--- src/rtl/rv_pkg.sv ---
// Shared RV32I constants and types for the integer register file.
package rv_pkg;
  localparam int XLEN  = 32;
  localparam int AW    = 5;
  localparam int NREGS = 32;

  typedef logic [AW-1:0]   reg_addr_t;
  typedef logic [XLEN-1:0] xword_t;

  localparam reg_addr_t REG_ZERO = 5'd0;
endpackage

--- src/rtl/regfile_read_port.sv ---
// One combinational read port: array mux, x0 forced to zero and, when
// REGFILE_BYPASS_EN is defined, a write-first bypass of the writeback result.
module regfile_read_port
  import rv_pkg::*;
#(
  parameter int XLEN  = rv_pkg::XLEN,
  parameter int NREGS = rv_pkg::NREGS,
  parameter int AW    = rv_pkg::AW
) (
  input  logic [NREGS-1:0][XLEN-1:0] regs,
  input  logic [AW-1:0]              An,
  input  logic                       RegWriteW,
  input  logic [AW-1:0]              RdW,
  input  logic [XLEN-1:0]            ResultW,
  output logic [XLEN-1:0]            RDn
);

`ifdef REGFILE_BYPASS_EN
  // x0 reads zero; a same-cycle commit to An is forwarded ahead of storage
  always_comb begin
    RDn = '0;
    if (An != '0) begin
      RDn = regs[An];
      if (RegWriteW && (RdW == An)) RDn = ResultW;
    end
  end
`else
  // read-old build: writeback signals only matter for the bypass
  logic unused_wb;
  assign unused_wb = ^{RegWriteW, RdW, ResultW};

  // x0 reads zero; otherwise the stored value
  always_comb begin
    RDn = '0;
    if (An != '0) RDn = regs[An];
  end
`endif

endmodule

--- src/rtl/register_file_wb.sv ---
// RV32I architectural register file: one writeback write port, two decode
// read ports and a committed-write counter.
// Optional feature macro: REGFILE_BYPASS_EN (write-first bypass on reads).
module register_file_wb
  import rv_pkg::*;
#(
  parameter int XLEN  = rv_pkg::XLEN,
  parameter int NREGS = rv_pkg::NREGS,
  parameter int AW    = rv_pkg::AW,
  parameter int CNTW  = 32
) (
  input  logic            clk,
  input  logic            rst_n,
  input  logic            RegWriteW,
  input  logic [AW-1:0]   RdW,
  input  logic [XLEN-1:0] ResultW,
  input  logic [AW-1:0]   A1,
  input  logic [AW-1:0]   A2,
  output logic [XLEN-1:0] RD1,
  output logic [XLEN-1:0] RD2,
  output logic [CNTW-1:0] WrCount
);

  logic [XLEN-1:0]              mem [1:NREGS-1];
  logic [NREGS-1:0][XLEN-1:0]   regs;
  logic [CNTW-1:0]              wr_count;
  logic                         commit;
  logic                         byp_we;

  // x0 writes are dropped; an X enable compares false and commits nothing
  assign commit = (RegWriteW == 1'b1) && (RdW != REG_ZERO);
  // no forwarding while held in reset so reads stay at zero
  assign byp_we = RegWriteW && rst_n;

  // storage x1..x(NREGS-1); x0 has no flops
  always_ff @(posedge clk or negedge rst_n) begin
    if (!rst_n) begin
      for (int i = 1; i < NREGS; i++) mem[i] <= '0;
    end else if (commit) begin
      mem[RdW] <= ResultW;
    end
  end

  // committed-write counter, wraps modulo 2^CNTW
  always_ff @(posedge clk or negedge rst_n) begin
    if (!rst_n)      wr_count <= '0;
    else if (commit) wr_count <= wr_count + 1'b1;
  end

  // flatten storage for the read ports, x0 slot tied to zero
  always_comb begin
    regs[0] = '0;
    for (int i = 1; i < NREGS; i++) regs[i] = mem[i];
  end

  assign WrCount = wr_count;

  regfile_read_port #(.XLEN(XLEN), .NREGS(NREGS), .AW(AW)) u_rp1 (
    .regs(regs), .An(A1), .RegWriteW(byp_we), .RdW(RdW), .ResultW(ResultW), .RDn(RD1)
  );

  regfile_read_port #(.XLEN(XLEN), .NREGS(NREGS), .AW(AW)) u_rp2 (
    .regs(regs), .An(A2), .RegWriteW(byp_we), .RdW(RdW), .ResultW(ResultW), .RDn(RD2)
  );

endmodule
--- config.mk ---
export PLATFORM = sky130hd
export DESIGN_NAME = register_file_wb
export DESIGN_NICKNAME = d
export VERILOG_FILES = /design/src/rtl/rv_pkg.sv /design/src/rtl/regfile_read_port.sv /design/src/rtl/register_file_wb.sv
export SDC_FILE = /design/constraint.sdc
export NUM_CORES = 2
export LEC_CHECK = 0
export CORE_MARGIN = 2
export CORE_UTILIZATION = 35
export DETAILED_ROUTE_END_ITERATION = 7
export GPL_ROUTABILITY_DRIVEN = 0
export GPL_TIMING_DRIVEN = 0
export SYNTH_ARGS = -nofsm -noshare
export SYNTH_HDL_FRONTEND = slang
export SYNTH_SLANG_ARGS = --single-unit
export TNS_END_PERCENT = 10
--- constraint.sdc ---
create_clock -name clk -period 2.7 [get_ports clk]
set_clock_uncertainty 0.1 [all_clocks]
set_input_delay 0.405 -clock clk [delete_from_list [all_inputs] [get_ports clk]]
set_output_delay 0.405 -clock clk [all_outputs]
set_load 0.005 [all_outputs]
Yosys cells after proc, flatten, opt, wreduce, memory -nomap -nowiden:

Index checks and enable logic that the tools add are counted.
W data, S select, Z words.

* bitwise gates (word level): 1
* reductions and logical operators: 5
* multiplexer cells: 9
* $add $sub $neg: 1
* order comparisons: 4

Operator list (count)
* $bwmux W992: 1
* $bmux W32 S5: 2
* $demux W32 S5: 1
* $mux W32: 5
* $add A32 B1 Y32 const B: 1
* $reduce_bool A5 Y1: 3
* $lt A5 B6 Y1 const B: 2
* $ge A6 B6 Y1 const B: 1
* $lt A6 B1 Y1 const B: 1
* $not A5 Y6: 1
* $logic_and A1 B1 Y1: 2

* input port bits: 50
* register bits after elaboration: 1024
* output and inout port bits: 96

Depth between registers and ports, before layout:

* word-level depth: 6
* depth in mapped cells: 9

Modules after synthesis:

Synthesis repeated with hierarchy kept, for this count alone.

* cells, all modules: 3697
* area total of the unflattened synthesis: 55376.9 µm²

By module, submodules not included
* register_file_wb: cells each 2369, sequential area each 25624.6 µm², times used 1, area each 38640.8 µm²
* regfile_read_port: cells each 664, sequential area each 0.0 µm², times used 2, area each 8368.0 µm²

Worst setup path after synthesis:

No wires, ideal clock.

* path kind: in2out
* from: input A1[2]
* to: output RD1[10]
* buffers on the path: 3
* data arrival time: 1865 ps
* stages: 7
* slack: 330 ps
* cell sequence: clkbuf_1 buf_2 clkbuf_1 mux4_2 a22o_1 o21ai_1 o31ai_1

* cells in the longest elaborated chain, start to end: 3

RTL lines
* from (decl): line register_file_wb.sv:17 `input logic [AW-1:0] A1,`
* $bmux W32 S5: line regfile_read_port.sv:35 `if (An != '0) RDn = regs[An];`
* $mux W32 (not written as such): line regfile_read_port.sv:35
* $mux W32 *: line regfile_read_port.sv:35
* to (decl): line register_file_wb.sv:19 `output logic [XLEN-1:0] RD1,`

Mark *: on every way between the ends. The rest lies on a longest branch, timed or not. The select of a mux whose other input is x is not followed.

Worst setup path after layout:

* from: input A2[2]
* to: output RD2[1]

* cells in the longest elaborated chain, start to end: 3

RTL lines
* from (decl): line register_file_wb.sv:18 `input logic [AW-1:0] A2,`
* $bmux W32 S5: line regfile_read_port.sv:35
* $mux W32 (not written as such): line regfile_read_port.sv:35
* $mux W32 *: line regfile_read_port.sv:35
* to (decl): line register_file_wb.sv:20 `output logic [XLEN-1:0] RD2,`

Marks and branches as above.

==> flow_metrics.env <==
export IMPL_drc=0
export IMPL_critPathLaunchType="input pin"
export IMPL_fin_hold_ws_ns=-0.514
export IMPL_numCtsBuffers=113
export IMPL_p_int_uw=33900
export IMPL_fp_row_count=145
export IMPL_grt_setup_unrepaired="true"
export IMPL_cp_required_ns=2.19
export IMPL_drv_slew=0
export IMPL_drive_gt1_frac=0.525
export IMPL_period_share=1.14
export IMPL_async_reset_ff_frac=1.00
export IMPL_fin_nets=4048
export IMPL_cp_data_arrival_time_ns=2.58
export IMPL_maxCapViolations=0
export IMPL_wire_per_inst_um=32.5
export IMPL_synth_ff_type="dfrtp_1"
export IMPL_worst_slack_ns=-0.386
export IMPL_syn_num_nets=3787
export IMPL_routed_wl_mm=200
export IMPL_antenna_left=0
export IMPL_dr_pass1_iters=5
export IMPL_p_per_area_nw_per_um2=732
export IMPL_tightestPinTransition_ns=1.25
export IMPL_final_util=0.419
export IMPL_slew_headroom=0.166
export IMPL_antenna_found_initial=6
export IMPL_finalInstanceArea_um2=65300
export IMPL_track_usage=0.250
export IMPL_htree_num_levels=3
export IMPL_synth_area_top_cells="dfrtp_1 (47%), mux2_2 (21%), mux4_2 (16%)"
export IMPL_holdBufCountCts=1
export IMPL_p_clk_frac=0.345
export IMPL_route_met2_wl_mm=93.6
export IMPL_num_fill_cells=14152
export IMPL_yosysMostFrequentCell="dfrtp_1"
export IMPL_first_global_vias=38752
export IMPL_dieArea_um2=160000
export IMPL_yosysWarnings=0
export IMPL_hpwl_mm=137
export IMPL_synthDistinctLibCells=40
export IMPL_core_area_um2=156000
export IMPL_place_inst=5938
export IMPL_synth_area_um2=54800
export IMPL_min_path_type="input pin to asynchronous set/reset pin"
export IMPL_seq_area_frac_synth=0.468
export IMPL_synth_edff_count=0
export IMPL_die_w_um=400
export IMPL_yosys_area_top_type="dfrtp_1"
export IMPL_min_period_ns=3.09
export IMPL_cts_sinks=1024
export IMPL_ioPinCount=146
export IMPL_dr_wl_met3_mm=17.0
export IMPL_swShare=0.290
export IMPL_grt_pass1_wl_mm=286
export IMPL_synthCells=3736
export IMPL_path_clk_slew_ns=0.06
export IMPL_timing_fmax_ghz=0.324
export IMPL_setup_tns_ns=-16.03
export IMPL_top_layer_used="met5"
export IMPL_crit_type="input pin to primary output"
export IMPL_yosys_register_bits=1024
export IMPL_port_buffers=137
export IMPL_insertion_delay_ns=0.73
export IMPL_cp_end_kind="primary output"
export IMPL_critPathMaxFanout=10
export IMPL_status="finished with violations"
export IMPL_vias=37331
export IMPL_irDropWorstVdd_uv=528
export IMPL_die_h_um=400
export IMPL_clockRootBuffer="clkbuf_16"
export IMPL_seqPwrFrac=0.430
export IMPL_place_area_um2=58900
export IMPL_areaGrowthSynthToFinish_pct=19.2
export IMPL_setup_viol=64
export IMPL_p_leak_uw=0.0279
export IMPL_postSynthAreaPerCell_um2=14.7
export IMPL_grt_max_degree=170
export IMPL_violations="hold timing, setup timing"
export IMPL_viasPerCell=6.07
export IMPL_start_util=0.351
export IMPL_p_sw_uw=13800
export IMPL_grt_remaining_overflow=0
export IMPL_drt_initial_drc_count=3516
export IMPL_cts_buffer_depth=3
export IMPL_hold_viol=196
export IMPL_cts_tree="yes"
export IMPL_final_cells=6153
export IMPL_synth_commonest_cells="dfrtp_1 (1,024), mux2_2 (1,011), mux4_2 (384), clkbuf_1 (226)"
export IMPL_synth_top_area_share=0.468
export IMPL_wl_met1_mm=79.9
export IMPL_comb_power_share=0.225
cells by family (layout without fill, tap and decap cells):
group                      count (synthesis)  after routing  synth area share
AOI/OAI and AO/OA                        453            453            0.0621
xor gates and xnor gates                  31             31           0.00496
adders and majority gates                  1              1          0.000228
buffers and inverters                    413            771            0.0358
DFF                                     1024           1024             0.468
muxes                                   1633           1633             0.410
other                                      0              1                 0
and+or+nand+nor                          181            181            0.0186
final cells by class:
| cell class | instances | area [µm²] | area share |
|---|---|---|---|
| Buffer | 405 | 2780 | 0.0427 |
| Sequential cell | 1024 | 25600 | 0.393 |
| Inverter | 6 | 30.0 | 0.000460 |
| Clock inverter | 44 | 524 | 0.00803 |
| Multi-Input combinational cell | 2299 | 28900 | 0.443 |
| Timing Repair Buffer | 148 | 1370 | 0.0210 |
| Antenna cell | 1 | 2.50 | 0.0000383 |
| Tap cell | 2058 | 2570 | 0.0395 |
| Clock buffer | 168 | 3410 | 0.0523 |
registers in the layout (all words and copies together) (netlist names):
name and cells:
mem 992, WrCount 32
cells in the final DEF, fill, tap and decap left out, types with 9 or more instances in the layout:
master | synthesis | final
a211oi_1 | 65 | 9
a211oi_2 | 0 | 48
a22o_1 | 192 | 177
a22o_4 | 0 | 15
and2_1 | 69 | 67
buf_1 | 14 | 9
buf_12 | 0 | 9
buf_2 | 114 | 120
buf_4 | 32 | 33
buf_6 | 19 | 24
buf_8 | 0 | 21
clkbuf_1 | 226 | 127
clkbuf_16 | 0 | 113
clkbuf_2 | 2 | 55
clkbuf_4 | 0 | 52
clkbuf_8 | 0 | 60
clkdlybuf4s15_1 | 0 | 13
clkdlybuf4s50_1 | 0 | 71
clkinv_2 | 0 | 25
dfrtp_1 | 1024 | 1024
mux2_1 | 46 | 46
mux2_2 | 1011 | 1011
mux2i_1 | 192 | 192
mux4_2 | 384 | 384
nand2_1 | 23 | 21
nand3_1 | 17 | 17
nand4_1 | 15 | 15
nor2_1 | 18 | 13
nor2b_1 | 12 | 12
o21ai_2 | 0 | 21
o21ai_4 | 0 | 42
o22ai_1 | 64 | 62
o31ai_2 | 0 | 22
o31ai_4 | 0 | 42
xnor2_1 | 24 | 24
metal layers:
layer  up-vias  GRT usage
li1      14993          -
met1     20154      0.323
met2      1688      0.399
met3       486     0.0609
met4        10      0.112
met5         -          0
worst max-delay path: stages:
cell	delay, ns
clkbuf_4	0.25
buf_6	0.22
buf_6	0.24
clkinvlp_4	0.31
clkbuf_8	0.30
a211oi_2	0.34
o31ai_2	0.17
dlygate4sd2_1	0.32
worst paths after layout:
| check | slack, ns | start | to | depth (start not counted) |
|---|---|---|---|---|
| worst max-delay path | -0.39 | A2[2] | RD2[1] | 8 |
| worst min-delay path | -0.51 | rst_n | mem[261]$_DFFE_PN0P_ | 1 |
| worst max register to register | 0.46 | WrCount[2]$_DFFE_PN0P_ | WrCount[31]$_DFFE_PN0P_ | 5 |
| worst min register to register | 0.39 | WrCount[31]$_DFFE_PN0P_ | WrCount[31]$_DFFE_PN0P_ | 1 |
| max in group asynchronous | 0.49 | rst_n | mem[760]$_DFFE_PN0P_ | 4 |
| min in group clk | 0.26 | ResultW[11] | mem[11]$_DFFE_PN0P_ | 2 |
power groups by stage:
stage               registers, µW  logic [µW]  clock network, µW
floorplan                   20000        7070                  0
detailed placement          20700        9980                  0
CTS                         20400       10700              16600
finish                      20500       10800              16500
global placement            20600        9630                  0
global route                20900       11400              17300
stage by stage:
| step | worst slack, ns | total power, µW |
|---|---|---|
| floorplan | 0.330 | 27000 |
| global placement | -47.11 | 30200 |
| detailed placement | -2.09 | 30700 |
| CTS | -0.352 | 47800 |
| global route | -0.343 | 49600 |
| finish | -0.386 | 47800 |
repair_timing:
action,4_1_cts,5_1_grt
setup buffers,3,0
pin swaps,120,69
setup endpoints to repair,139,64
hold endpoints to repair,113,93
resized for setup,792,64
Power figures use the tool's default switching activity.
